==> config.mk <==
export PLATFORM = sky130hd
export DESIGN_NAME = dmem_port_arbiter
export DESIGN_NICKNAME = d
export VERILOG_FILES = /design/src/rtl/dmem_port_arbiter.sv
export SDC_FILE = /design/constraint.sdc
export NUM_CORES = 1
export LEC_CHECK = 0
export ABC_AREA = 0
export BUFFER_PORTS_ARGS = -buffer_cell sky130_fd_sc_hd__buf_2
export CAP_MARGIN = 10
export CORE_MARGIN = 2
export CORE_UTILIZATION = 37
export CTS_CLUSTER_SIZE = 20
export DETAILED_ROUTE_END_ITERATION = 10
export SLEW_MARGIN = 10
export SYNTH_ARGS = -nofsm -noshare
export SYNTH_HDL_FRONTEND = slang
export SYNTH_SLANG_ARGS = --single-unit
==> constraint.sdc <==
create_clock -name clk -period 4.1 [get_ports clk]
set_input_delay 0.41 -clock clk [delete_from_list [all_inputs] [get_ports clk]]
set_output_delay 0.41 -clock clk [all_outputs]
set_load 0.05 [all_outputs]
==> src/rtl/dmem_port_arbiter.sv <==
// Round-robin arbiter that lets two word-oriented requesters share a byte-wide
// single-port data memory, splitting each 32-bit access into four big-endian byte cycles.
module dmem_port_arbiter #(
    parameter int ADDR_W = 5
) (
    input  logic              clk,
    input  logic              rst_n,
    input  logic              m0_req,
    input  logic              m0_we,
    input  logic [ADDR_W-1:0] m0_addr,
    input  logic [31:0]       m0_wdata,
    output logic              m0_gnt,
    output logic              m0_done,
    output logic [31:0]       m0_rdata,
    input  logic              m1_req,
    input  logic              m1_we,
    input  logic [ADDR_W-1:0] m1_addr,
    input  logic [31:0]       m1_wdata,
    output logic              m1_gnt,
    output logic              m1_done,
    output logic [31:0]       m1_rdata,
    output logic [ADDR_W-1:0] mem_addr,
    output logic              mem_we,
    output logic [7:0]        mem_wdata,
    input  logic [7:0]        mem_rdata
);

    typedef enum logic [1:0] {
        S_IDLE,
        S_XFER,
        S_DONE
    } state_t;

    state_t            r_state;
    state_t            w_nextState;
    logic [1:0]        r_cnt;
    logic              r_owner;
    logic              r_lastOwner;
    logic              r_we;
    logic [ADDR_W-1:0] r_addr;
    logic [31:0]       r_wdata;
    logic [31:0]       r_rbuf;
    logic              r_gnt0;
    logic              r_gnt1;
    logic              r_done0;
    logic              r_done1;
    logic [31:0]       r_rdata0;
    logic [31:0]       r_rdata1;

    logic              w_accept;
    logic              w_winner;
    logic              w_xfer;
    logic [1:0]        w_byteSel;
    logic [4:0]        w_bitOfs;

    assign w_accept  = (r_state != S_XFER) && (m0_req || m1_req);
    // On a tie the port that did not own the previous transfer wins.
    assign w_winner  = (m0_req && m1_req) ? ~r_lastOwner : m1_req;
    assign w_xfer    = (r_state == S_XFER);
    assign w_byteSel = 2'd3 - r_cnt;
    assign w_bitOfs  = {w_byteSel, 3'b000};

    always_ff @(posedge clk or negedge rst_n) begin
        if (!rst_n) begin
            r_state <= S_IDLE;
        end else begin
            r_state <= w_nextState;
        end
    end

    always_comb begin
        w_nextState = r_state;
        case (r_state)
            S_IDLE:  if (w_accept) w_nextState = S_XFER;
            S_XFER:  if (r_cnt == 2'd3) w_nextState = S_DONE;
            S_DONE:  w_nextState = w_accept ? S_XFER : S_IDLE;
            default: w_nextState = S_IDLE;
        endcase
    end

    always_ff @(posedge clk or negedge rst_n) begin
        if (!rst_n) begin
            r_cnt       <= 2'd0;
            r_owner     <= 1'b0;
            r_lastOwner <= 1'b1;
            r_we        <= 1'b0;
            r_addr      <= '0;
            r_wdata     <= 32'd0;
            r_rbuf      <= 32'd0;
            r_gnt0      <= 1'b0;
            r_gnt1      <= 1'b0;
            r_done0     <= 1'b0;
            r_done1     <= 1'b0;
            r_rdata0    <= 32'd0;
            r_rdata1    <= 32'd0;
        end else begin
            r_gnt0  <= 1'b0;
            r_gnt1  <= 1'b0;
            r_done0 <= 1'b0;
            r_done1 <= 1'b0;
            if (w_accept) begin
                r_owner     <= w_winner;
                r_lastOwner <= w_winner;
                r_we        <= w_winner ? m1_we    : m0_we;
                r_addr      <= w_winner ? m1_addr  : m0_addr;
                r_wdata     <= w_winner ? m1_wdata : m0_wdata;
                r_cnt       <= 2'd0;
                r_gnt0      <= ~w_winner;
                r_gnt1      <= w_winner;
            end
            if (w_xfer) begin
                r_cnt <= r_cnt + 2'd1;
                if (!r_we) begin
                    r_rbuf[w_bitOfs +: 8] <= mem_rdata;
                end
                // The last byte bypasses r_rbuf so rdata is complete in the done cycle.
                if (r_cnt == 2'd3) begin
                    r_done0 <= ~r_owner;
                    r_done1 <= r_owner;
                    if (!r_we && !r_owner) r_rdata0 <= {r_rbuf[31:8], mem_rdata};
                    if (!r_we &&  r_owner) r_rdata1 <= {r_rbuf[31:8], mem_rdata};
                end
            end
        end
    end

    assign mem_we    = w_xfer && r_we;
    assign mem_addr  = w_xfer ? (r_addr + ADDR_W'(r_cnt)) : '0;
    assign mem_wdata = (w_xfer && r_we) ? r_wdata[w_bitOfs +: 8] : 8'd0;

    assign m0_gnt   = r_gnt0;
    assign m1_gnt   = r_gnt1;
    assign m0_done  = r_done0;
    assign m1_done  = r_done1;
    assign m0_rdata = r_rdata0;
    assign m1_rdata = r_rdata1;

endmodule
# After elaboration in Yosys (flattened, before gate mapping)

Cells that the tools add are included.

Register bits: 144
Input port bits: 88
Output and inout port bits: 82
Word-level logic and storage cells: 64

Add/sub/neg operators: 4
Equal/unequal tests: 6
Shift operators: 3
Multiplexer cells: 19
Bitwise operators: 4
Reduce and logical (&&, ||, !) cells: 14

Operator list:

| cell                                                   | number |
|---|---|
| bitwise mux 32 bit                                     | 1 |
| 2-to-1 mux 32 bit                                      | 1 |
| variable shift 8 x 7 -> 32 bit (first input constant)  | 1 |
| indexed part select 32 x 6 -> 8 bit                    | 1 |
| indexed part select 8 x 7 -> 32 bit                    | 1 |
| 2-to-1 mux 5 bit                                       | 2 |
| 2-to-1 mux 1 bit                                       | 9 |
| 2-to-1 mux 2 bit                                       | 4 |
| 2-to-1 mux 8 bit                                       | 1 |
| negation 5 -> 7 bit                                    | 1 |
| one-hot mux 2 bit (3 select lines)                     | 1 |
| AND reduction 3 bit                                    | 2 |
| adder 5 x 2 -> 5 bit                                   | 1 |
| logical AND 1 bit                                      | 5 |
| == test 2 bit (second input constant)                  | 2 |
| inequality test 2 x 1 -> 1 bit (second input constant) | 2 |
| NOT 1 bit                                              | 4 |
| AND reduction 2 bit                                    | 2 |
| adder 2 x 1 -> 2 bit (second input constant)           | 1 |
| == test 2 x 1 -> 1 bit (second input constant)         | 1 |
| zero test 1 bit                                        | 2 |
| zero test 2 bit                                        | 1 |
| inequality test 2 bit (second input constant)          | 1 |
| nonzero test 2 bit                                     | 1 |
| 2 further kinds                                        | 2 |

# Longest topological paths before layout

Gate-level depths: netlist of the first run.

Depth after elaboration: 4
Mapped depth: 7

# Worst setup path before layout of the first run

OpenSTA, ideal clock, no wires.

Path type: register to output
Start: register r_cnt[1]
End: output mem_addr[4]
Data arrival time: 2.460 ns
Required time: 3.690 ns
Slack: 1.230 ns
Stages on the path, launching flop included: 6
Buffers on the path: 1
Cells stage by stage: dfrtp_1 > clkbuf_1 > inv_1 > fa_1 > or3_1 > a21oi_1

Longest elaborated chain between the ends: 2

Ends and longest elaborated chain:

| element                | RTL line | RTL |
|---|---|---|
| start, declared        | 36       | `logic [1:0] r_cnt;` |
| start signal, assigned | 112      | `r_cnt <= r_cnt + 2'd1;` |
| adder 5 x 2 -> 5 bit   | 128      | `assign mem_addr = w_xfer ? (r_addr + ADDR_W'(r_cnt)) : '0;` |
| 2-to-1 mux 5 bit       | 128      |  |
| end, declared          | 22       | `output logic [ADDR_W-1:0] mem_addr,` |

No other way between the ends.

# Worst setup path in the final report of the first run

Start: register r_cnt[0]
End: output mem_addr[4]

Same word-level chain as after synthesis.

==> results of run 1 <==
[path summary, 6_finish.rpt]
check,cells past startpoint,to,from,slack [ps]
setup reg to reg,5,r_rbuf[30]$_DFFE_PN0P_,r_cnt[0]$_DFFE_PN0P_,1440
max in group asynchronous,2,m1_rdata[12]$_DFFE_PN0P_,rst_n,3020
hold / removal,1,m0_rdata[30]$_DFFE_PN0P_,rst_n,120
setup / recovery,6,mem_addr[4],r_cnt[0]$_DFFE_PN0P_,870
min in group clk,2,r_wdata[14]$_DFFE_PN0P_,m0_wdata[14],220
hold reg to reg,1,m0_rdata[0]$_DFFE_PN0P_,m0_rdata[0]$_DFFE_PN0P_,480
[cells by family after synthesis]
group | share of synthesized area, %
AO/OA/AOI/OAI | 14.8
XOR/XNOR | 0.149
adder cells (fa/ha/maj) | 1.62
buffers and inverters | 3.16
flip-flops | 58.1
multiplexers | 15.4
AND/OR/NAND/NOR | 6.81
[worst max-delay path, delay by kind of cell (launching register included)]
family                     cells  cell delay [ps]
DFF                            1              830
AOI/OAI and AO/OA              1              150
and+or+nand+nor                1              380
buffers and inverters          2              350
adders and majority gates      2              690
[final cells by class]
| cell class | count | area share [%] |
|---|---|---|
| well taps | 216 | 3.59 |
| clock buffers | 18 | 5.84 |
| repair buffers | 176 | 12.0 |
| flip-flops and latches | 136 | 45.3 |
| inverters | 5 | 0.250 |
| multi-input cells | 260 | 30.4 |
| clock inverters | 14 | 2.60 |
[report_power, final]
part           leakage [nW]  switching (mW)  internal [mW]
Sequential             1.74           0.436           1.95
Clock                 0.311           0.590           1.04
Combinational          1.67            2.21           1.11
[layout by cell type (no fill, tap or decap), types with 4 or more instances in the layout]
cell	count
sky130_fd_sc_hd__ha_1	6
sky130_fd_sc_hd__o21a_1	37
sky130_fd_sc_hd__bufinv_16	4
sky130_fd_sc_hd__buf_4	7
sky130_fd_sc_hd__mux2_2	51
sky130_fd_sc_hd__buf_2	168
sky130_fd_sc_hd__dfrtp_1	135
sky130_fd_sc_hd__nand2_1	38
sky130_fd_sc_hd__inv_1	5
sky130_fd_sc_hd__mux2_1	13
sky130_fd_sc_hd__o21ai_0	21
sky130_fd_sc_hd__a221o_1	38
sky130_fd_sc_hd__clkbuf_16	17
sky130_fd_sc_hd__and3_1	10
sky130_fd_sc_hd__a22o_1	8
sky130_fd_sc_hd__mux4_2	8
[registers in the layout, indices dropped and copies added, names as in the netlist]
register and flops:
m0_rdata 32, m1_rdata 32, r_wdata 32, r_rbuf 24, r_addr 5, r_cnt 2
r_state 2, m0_done 1, m0_gnt 1, m1_done 1, m1_gnt 1, r_lastOwner 1
r_owner 1, r_we 1
[metal layers]
metal	routed length (um)	part of all wire, %	track usage [%]	vias up
met3	857	6.0	5.33	7
met5	0	0	0	-
met2	6700	47	28.1	153
met4	100	0.70	3.98	0
li1	-	-	-	1950
met1	6680	47	24.2	2101
[metrics by stage]
step           utilization (%)  hold slack (ps)
4_1_cts                   47.9              178
5_1_grt                   47.9              208
6_report                  47.9              122
3_5_place_dp              43.8              475
2_1_floorplan                -              114
3_3_place_gp              43.8              463
==> results.ini, run 1 <==
[power_and_ir_drop]
worst_supply_voltage_drop_on_vdd_mv = 0.396
total_power_mw = 7.34
power.density_cell_area_nw_per_um2 = 976
leakage_nw = 3.72

[hold_path]
min_path_type = primary input to asynchronous set/reset pin

[clocking]
post-cts-setup-buffer-count = 0
clock_latency_ps = 410
ctsRootBufferMaster = sky130_fd_sc_hd__clkbuf_16
cts.hold.buffers_added = 0
cts-root-to-sink-buffers = 2
post_cts_resize_count = 0
worst_setup_hold_path_clk_slew_ps = 60
clock_tree.htree_level_count = 4
cts_tree = built
numCtsBuffers = 17
clock_sink_count = 136

[yosys]
synth_top_area_share_pct = 57.6
synth_area_per_cell_um2 = 13.5
synthArstFlopShare_pct = 100
dominantRegCellSynth = sky130_fd_sc_hd__dfrtp_1
synthCells = 434
yosys.cell_count.top_type = sky130_fd_sc_hd__dfrtp_1
synth.yosys.warnings = 0
syn_nets = 529
mappedNetlistArea_um2 = 5860
yosys_register_bits = 136
netlist_top_cells_count = 135 x sky130_fd_sc_hd__dfrtp_1, 51 x sky130_fd_sc_hd__mux2_2, 38 x sky130_fd_sc_hd__a221o_1, 38 x sky130_fd_sc_hd__nand2_1, 37 x sky130_fd_sc_hd__o21a_1
synth_edf_count = 0
seq_area_frac_synth_pct = 58.1
synth.top_cells.by_area = sky130_fd_sc_hd__dfrtp_1 58%, sky130_fd_sc_hd__mux2_2 9.8%, sky130_fd_sc_hd__a221o_1 6.5%, sky130_fd_sc_hd__o21a_1 4.7%, sky130_fd_sc_hd__mux4_2 3.1%
netlist.top_cell.by_area = sky130_fd_sc_hd__dfrtp_1
synth_cell_type_count = 33

[critical_path]
crit_path_max_incr_delay_ps = 830
timing.critical_path.to_type = output port
critPathRequiredTime_ps = 3690
crit_path_category = register to output port
path_max_fanout = 14
worstSetupStartpointType = register
critPathArrivalTime_ps = 2820
slowest_stage = sky130_fd_sc_hd__dfrtp_1
cp_cell_sequence = ha_1 > inv_1 > fa_1 > or3_1 > a21oi_1 > buf_2

[die]
chipWidth_um = 130
pin_count = 170
chipHeight_um = 130
fp-row-count = 46
placeableCoreArea_um2 = 15700
die_area_um2 = 16900
initial_core_utilization_pct = 37.3

[sta]
timing.slew.headroom_pct = 30.5
post-route-worst-setup-slack_ps = 874
layout_worst_path_cycle_share_pct = 78.7
hold_violations = 0
final.setup.tns_ps = 0
finalMaxSlewViolations = 0
skew_ps = 6.31
period_minus_slack_ps = 3230
timing.final.setup_violations = 0
fmaxAchievable_mhz = 310
timing_worst_slew_pin_value_ps = 1040
rsz_0062_raised_after_global_routing = no

[detailed_routing]
post_drt_wl_per_cell_um = 17.4
avgViaCountPerCell = 5.10
finalWirelength_mm = 14.3
post-route-drc-count = 0
final_antenna_net_count = 0
drt_first_pass_iters = 4
number_of_drc_violations_after_detailed_routing_iteration_0 = 164
detailroute.via_count = 4211

[place]
place.port_buffers = 169
preCtsSetupSlack_ps = 1240
dp_hpwl_mm = 9.78
dp.cells = 793
finalWeightedCongestion = 0.761
placedInstanceArea_um2 = 6890

[cells_and_area]
drive_above_1_share_pct = 45.2
antenna_diode_count = 0
multi_input_comb_area_um2 = 2290
instances_no_fill = 825
filler_cell_count = 1392
final_area_um2 = 7520
area_growth_pct = 28.3
num-nets-final = 691
register_cell_area_after_layout_um2 = 3400

[global_route]
grt_first_pass_wirelength_mm = 22.8
grtUsageTotal_pct = 17.7
antenna_violations_before_repair = 0
maximum_number_of_pins_on_one_net_before_global_route_repair = 109
first_global_vias = 4326
grt-ovfl-total = 0

[status]
status = complete, no violations

[job]
drv.max_cap_violation_count = 0

Note: power is estimated with default switching activity, not from simulation.
==> inputs of run 2 (changes only) <==
==> constraint.sdc (replaced) <==
create_clock -name clk -period 2.7 [get_ports clk]
set_input_delay 0.27 -clock clk [delete_from_list [all_inputs] [get_ports clk]]
set_output_delay 0.27 -clock clk [all_outputs]
set_load 0.05 [all_outputs]
==> results.ini, run 2 (synthesized netlist as in run 1, its figures left out) <==
[status]
status = complete, no violations

[hold_path]
hold_path_startpoint = m0_we
min_path_type = primary input to register
hold-path-cell-count = 2
hold_path_end = r_we$_DFFE_PN0P_

[place]
dp.cells = 798  ; +0.63%
dp_hpwl_mm = 10.1  ; +3.0%
place.port_buffers = 169  ; unchanged
finalWeightedCongestion = 0.786  ; +3.3%

[clocking]
post_cts_resize_count = 0  ; unchanged
clock_latency_ps = 410  ; about the same
clock_tree.htree_level_count = 4  ; unchanged
post-cts-setup-buffer-count = 0  ; unchanged
numCtsBuffers = 17  ; unchanged
cts.hold.buffers_added = 1  ; +1
cts_tree = built
cts-root-to-sink-buffers = 2  ; unchanged
ctsRootBufferMaster = sky130_fd_sc_hd__clkbuf_16
worst_setup_hold_path_clk_slew_ps = 60  ; about the same
clock_sink_count = 136  ; unchanged

[cells_and_area]
layout_common_cells = 168 x sky130_fd_sc_hd__buf_2, 135 x sky130_fd_sc_hd__dfrtp_1, 51 x sky130_fd_sc_hd__mux2_2
layout.cells.most_common = sky130_fd_sc_hd__buf_2
drive_above_1_share_pct = 45.5  ; +0.37 points
num-nets-final = 697  ; +0.87%
antenna_diode_count = 0  ; unchanged
filler_cell_count = 1433  ; +2.9%
instances_no_fill = 831  ; +0.73%
area_growth_pct = 29.7

[global_route]
grt-ovfl-total = 0  ; unchanged
maximum_number_of_pins_on_one_net_before_global_route_repair = 96  ; -12%
antenna_violations_before_repair = 1  ; +1
first_global_vias = 4253  ; -1.7%
grt_first_pass_wirelength_mm = 22.6  ; -0.88%
grtUsageTotal_pct = 17.7  ; -0.052 points

[sta]
hold_violations = 0  ; unchanged
timing.final.setup_violations = 0  ; unchanged
final.setup.tns_ps = 0  ; unchanged
period_minus_slack_ps = 2500
timing.slew.headroom_pct = 42.5  ; +12 points
layout_worst_path_cycle_share_pct = 92.5
rsz_0062_raised_after_global_routing = no
skew_ps = 7.32  ; +1.00 ps
fmaxAchievable_mhz = 400
finalMaxSlewViolations = 0  ; unchanged
timing_worst_slew_pin_value_ps = 862  ; -179 ps

[critical_path]
ff2ff_setup_slack_ps = 470  ; -970 ps
rr_endpoint = m0_rdata[13]$_DFFE_PN0P_
crit_path_max_incr_delay_ps = 420  ; -410 ps
worstSetupStartpointType = register
critPathRequiredTime_ps = 2430  ; -1260 ps
slowest_stage = sky130_fd_sc_hd__fa_1
setup.worst_path.start = r_addr[0]$_DFFE_PN0P_
cp_cell_sequence = ha_1 > inv_1 > fa_1 > or3_1 > a21oi_2 > buf_2
critPathArrivalTime_ps = 2230  ; -590 ps
crit-reg2reg-launch = r_cnt[0]$_DFFE_PN0P_
rr_worst_depth = 5  ; unchanged
timing.critical_path.to_type = output port
crit_path_category = register to output port
path_max_fanout = 3  ; -11

[job]
drv.max_cap_violation_count = 0  ; unchanged

[die]
placeableCoreArea_um2 = 15700  ; unchanged
chipHeight_um = 130  ; unchanged
fp-row-count = 46  ; unchanged
die_area_um2 = 16900  ; unchanged
initial_core_utilization_pct = 37.3  ; unchanged
pin_count = 170  ; unchanged
chipWidth_um = 130  ; unchanged

[power_and_ir_drop]
power.sequential.fraction_pct = 31.6  ; -0.9 points
total_power_mw = 11.3  ; +53%
clock_network_fraction_of_total_power_pct = 22.1  ; about the same
worst_supply_voltage_drop_on_vdd_mv = 0.619  ; +56%
p_switching_mw = 4.90  ; +51%
power.share.switching_pct = 43.5  ; -0.55 points
int_power_mw = 6.36  ; +55%
pwr-share-comb_pct = 46.3  ; +1.0 points
power.density_cell_area_nw_per_um2 = 1480  ; +52%
leakage_nw = 3.75  ; +0.87%

[detailed_routing]
number_of_drc_violations_after_detailed_routing_iteration_0 = 176  ; +7.3%
detailroute.via_count = 4209  ; -0.047%
post-route-drc-count = 0  ; unchanged
finalWirelength_mm = 14.3  ; about the same
avgViaCountPerCell = 5.06  ; -0.77%
post_drt_wl_per_cell_um = 17.3  ; -0.67%
drt_first_pass_iters = 5  ; +1
final_antenna_net_count = 0  ; unchanged

run 2: worst max path at each step:
stage / end / cells after the start
final: mem_addr[4] / 6
after global routing: mem_addr[4] / 6
after CTS: mem_addr[4] / 6
after detailed placement: m0_rdata[4]$_DFFE_PN0P_ / 5
after global placement: m0_rdata[4]$_DFFE_PN0P_ / 5
after floorplan: mem_addr[4] / 5
run 2: final cells by class:
cell class	instances	area, um^2	area share, %
sequential	136	3400	44.8
multi-input combinational	260	2290	30.1
timing repair buffer	182	977	12.9
clock buffer	21	470	6.19
tap	216	270	3.55
clock inverter	11	170	2.24
inverter	5	18.8	0.247
run 2: power groups by stage:
stage / clock network [mW] / logic [mW] / registers (mW)
after global placement: 0 / 5.18 / 3.55
after detailed placement: 0 / 5.26 / 3.60
after CTS: 2.53 / 5.27 / 3.56
after global routing: 2.64 / 5.59 / 3.68
after floorplan: 0 / 2.47 / 4.99
final: 2.49 / 5.21 / 3.56
run 2: layer usage:
layer / GRT usage [%] / up-vias / part of all wire, % / wire length (um)
li1: - / 1948 / - / -
met1: 23.4 / 2095 / 46 / 6530
met2: 28.2 / 157 / 47 / 6810
met3: 5.41 / 9 / 6.3 / 906
met4: 5.31 / 0 / 0.68 / 97
met5: 0 / - / 0 / 0
run 2: through the flow:
stage	hold WS (ps)	cell area [um^2]	util [%]	worst slack, ps
3_5_place_dp	426	6950	44.3	438
4_1_cts	63.2	7600	48.4	175
2_1_floorplan	-25.6	5870	-	256
5_1_grt	66.1	7600	48.4	71.8
6_report	83.0	7600	48.4	202
3_3_place_gp	415	6950	44.3	516
run 2: critical path: cells and delay by family (launching register included):
kind | cells | cell delay, ps
fa+ha+maj | 2 | 590
buf+inv | 2 | 330
simple gates | 1 | 400
compound gates | 1 | 140
flops | 1 | 360
==> inputs of run 3 (changes only) <==
--- a/config.mk
+++ b/config.mk
@@ -8,8 +8,8 @@
 export ABC_AREA = 0
 export BUFFER_PORTS_ARGS = -buffer_cell sky130_fd_sc_hd__buf_2
 export CAP_MARGIN = 10
-export CORE_MARGIN = 2
 export CORE_UTILIZATION = 37
+export CTS_CLUSTER_DIAMETER = 30
 export CTS_CLUSTER_SIZE = 20
 export DETAILED_ROUTE_END_ITERATION = 10
 export SLEW_MARGIN = 10
==> constraint.sdc (replaced) <==
create_clock -name clk -period 2.7 [get_ports clk]
set_input_delay 0.27 -clock clk [delete_from_list [all_inputs] [get_ports clk]]
set_output_delay 0.27 -clock clk [all_outputs]
set_load 0.01 [all_outputs]
==> results.ini, run 3 (synthesized netlist as in run 1, its figures left out) <==
[detailed_routing]
number_of_drc_violations_after_detailed_routing_iteration_0 = 158  ; -10%
routedLengthMet1_mm = 6.31  ; -3.4%
avgViaCountPerCell = 5.06  ; about the same
drt_first_pass_iters = 4  ; -1
detailroute.via_count = 4195  ; -0.33%
route.met2.wl_mm = 6.63  ; -2.6%
routed.top_layer = met4
post_drt_wl_per_cell_um = 16.7  ; -3.2%
finalWirelength_mm = 13.8  ; -3.5%
final_antenna_net_count = 0  ; unchanged
met3_length_um = 819  ; -9.6%
post-route-drc-count = 0  ; unchanged

[critical_path]
rr_worst_depth = 5  ; unchanged
crit_path_max_incr_delay_ps = 410  ; about the same
path_max_fanout = 3  ; unchanged
rr_endpoint = r_rbuf[21]$_DFFE_PN0P_
crit_path_category = register to output port
slowest_stage = sky130_fd_sc_hd__fa_1
ff2ff_setup_slack_ps = 580  ; +110 ps
timing.critical_path.to_type = output port
cp_cell_sequence = ha_1 > inv_1 > fa_1 > or3_1 > a21oi_1 > buf_2
critPathRequiredTime_ps = 2430  ; about the same
crit-reg2reg-launch = r_cnt[0]$_DFFE_PN0P_
critPathBufInv = 2  ; unchanged
critPathArrivalTime_ps = 2140  ; -90 ps
cp_top_family = adder cells
worstSetupStartpointType = register

[hold_path]
hold-path-cell-count = 2  ; unchanged
hold_path_end = r_addr[0]$_DFFE_PN0P_
hold_path_startpoint = m0_addr[0]
min_path_type = primary input to register

[die]
fp-row-count = 45  ; -2.2%
pin_count = 170  ; unchanged
placeableCoreArea_um2 = 15300  ; -2.5%
chipHeight_um = 128  ; -1.5%
die_area_um2 = 16400  ; -3.1%
chipWidth_um = 128  ; -1.5%
initial_core_utilization_pct = 38.3  ; +0.97 points

[cells_and_area]
layout.cells.most_common = sky130_fd_sc_hd__buf_2
multi_input_comb_area_um2 = 2290  ; -0.16%
filler_cell_count = 1429  ; -0.28%
instances_no_fill = 829  ; -0.24%
area_growth_pct = 28.3
layout_common_cells = 168 x sky130_fd_sc_hd__buf_2, 135 x sky130_fd_sc_hd__dfrtp_1, 51 x sky130_fd_sc_hd__mux2_2
num-nets-final = 700  ; +0.43%
drive_above_1_share_pct = 45.8  ; +0.26 points
antenna_diode_count = 0  ; unchanged
register_cell_area_after_layout_um2 = 3400  ; unchanged

[place]
place.port_buffers = 169  ; unchanged
dp.cells = 796  ; -0.25%
finalWeightedCongestion = 0.774  ; -1.5%
dp_hpwl_mm = 10.0  ; -0.30%

[clocking]
ctsRootBufferMaster = sky130_fd_sc_hd__clkbuf_16
worst_setup_hold_path_clk_slew_ps = 60  ; about the same
numCtsBuffers = 17  ; unchanged
cts-root-to-sink-buffers = 2  ; unchanged
post-cts-setup-buffer-count = 0  ; unchanged
clock_tree.htree_level_count = 4  ; unchanged
clock_sink_count = 136  ; unchanged
clock_latency_ps = 410  ; about the same
cts_tree = built

[sta]
layout_worst_path_cycle_share_pct = 89.2  ; -3.3 points
finalMaxSlewViolations = 0  ; unchanged
hold-worst-slack_ps = 82.2  ; -0.769 ps
rsz_0062_raised_after_global_routing = no
timing_worst_slew_pin_value_ps = 614  ; -248 ps
hold_violations = 0  ; unchanged
timing.slew.headroom_pct = 59.1  ; +17 points
skew_ps = 10.7  ; +3.38 ps
period_minus_slack_ps = 2410  ; -88.8 ps
timing.final.setup_violations = 0  ; unchanged
fmaxAchievable_mhz = 415  ; +3.7%
final.setup.tns_ps = 0  ; unchanged

[power_and_ir_drop]
worst_supply_voltage_drop_on_vdd_mv = 0.519  ; -16%
leakage_nw = 3.73  ; -0.73%
power.density_cell_area_nw_per_um2 = 1220  ; -18%

[global_route]
first_global_vias = 4304  ; +1.2%
grt-ovfl-total = 0  ; unchanged
maximum_number_of_pins_on_one_net_before_global_route_repair = 67  ; -30%
grt_first_pass_wirelength_mm = 22.3  ; -1.5%
grtUsageTotal_pct = 18.0  ; +0.30 points
antenna_violations_before_repair = 0  ; -1

[status]
status = complete, no violations

[job]
drv.max_cap_violation_count = 0  ; unchanged

[run 3: worst register-to-register path, cell delays in order, from the launching register on]
cell                        delay (ps)
sky130_fd_sc_hd__dfrtp_1           360
sky130_fd_sc_hd__buf_4             270
sky130_fd_sc_hd__ha_1              190
sky130_fd_sc_hd__nand4bb_1         400
sky130_fd_sc_hd__nor4b_4           620
sky130_fd_sc_hd__a22o_1            220
[run 3: per-layer routing]
layer | vias up | GRT usage [%]
li1 | 1958 | -
met1 | 2084 | 24.0
met2 | 147 | 28.5
met3 | 6 | 4.72
met4 | 0 | 5.95
met5 | - | 0
[run 3: worst max path at each step]
stage / from / endpoint / slack (ps) / cells after the start
floorplan: r_cnt[1]$_DFFE_PN0P_ / mem_addr[4] / 530 / 5
global placement: r_cnt[0]$_DFFE_PN0P_ / m0_rdata[2]$_DFFE_PN0P_ / 680 / 5
detailed placement: r_cnt[0]$_DFFE_PN0P_ / r_rbuf[21]$_DFFE_PN0P_ / 570 / 5
CTS: r_cnt[0]$_DFFE_PN0P_ / mem_addr[4] / 250 / 6
global route: r_addr[0]$_DFFE_PN0P_ / mem_addr[4] / 160 / 6
finish: r_cnt[0]$_DFFE_PN0P_ / mem_addr[4] / 290 / 6
[run 3: power breakdown]
part           total [mW]  switching (mW)  leakage, nW  internal, mW
clock                2.14           0.933        0.269          1.21
combinational        3.43            1.68         1.72          1.75
sequential           3.56           0.599         1.74          2.97
total                9.14            3.21         3.73          5.93
[run 3: stage by stage]
stage,area (um^2),total power [mW],worst slack [ps],util [%]
2_1_floorplan,5860,5.76,532,-
3_3_place_gp,6950,6.95,685,45.4
3_5_place_dp,6950,7.08,568,45.4
4_1_cts,7520,9.26,254,49.1
5_1_grt,7520,9.76,158,49.1
6_report,7520,9.14,291,49.1
[run 3: area by class of cell]
class	instances	share of cell area (%)
Clock inverter	15	1.78
Clock buffer	17	5.66
Timing Repair Buffer	185	13.1
Tap cell	211	3.51
Sequential cell	136	45.3
Multi-Input combinational cell	260	30.4
Inverter	5	0.250
[run 3: repair_timing]
item | 4_1_cts | 5_1_grt
hold endpoints to repair | 62 | 0
gates resized for setup | 0 | 0
hold buffers | 1 | 0
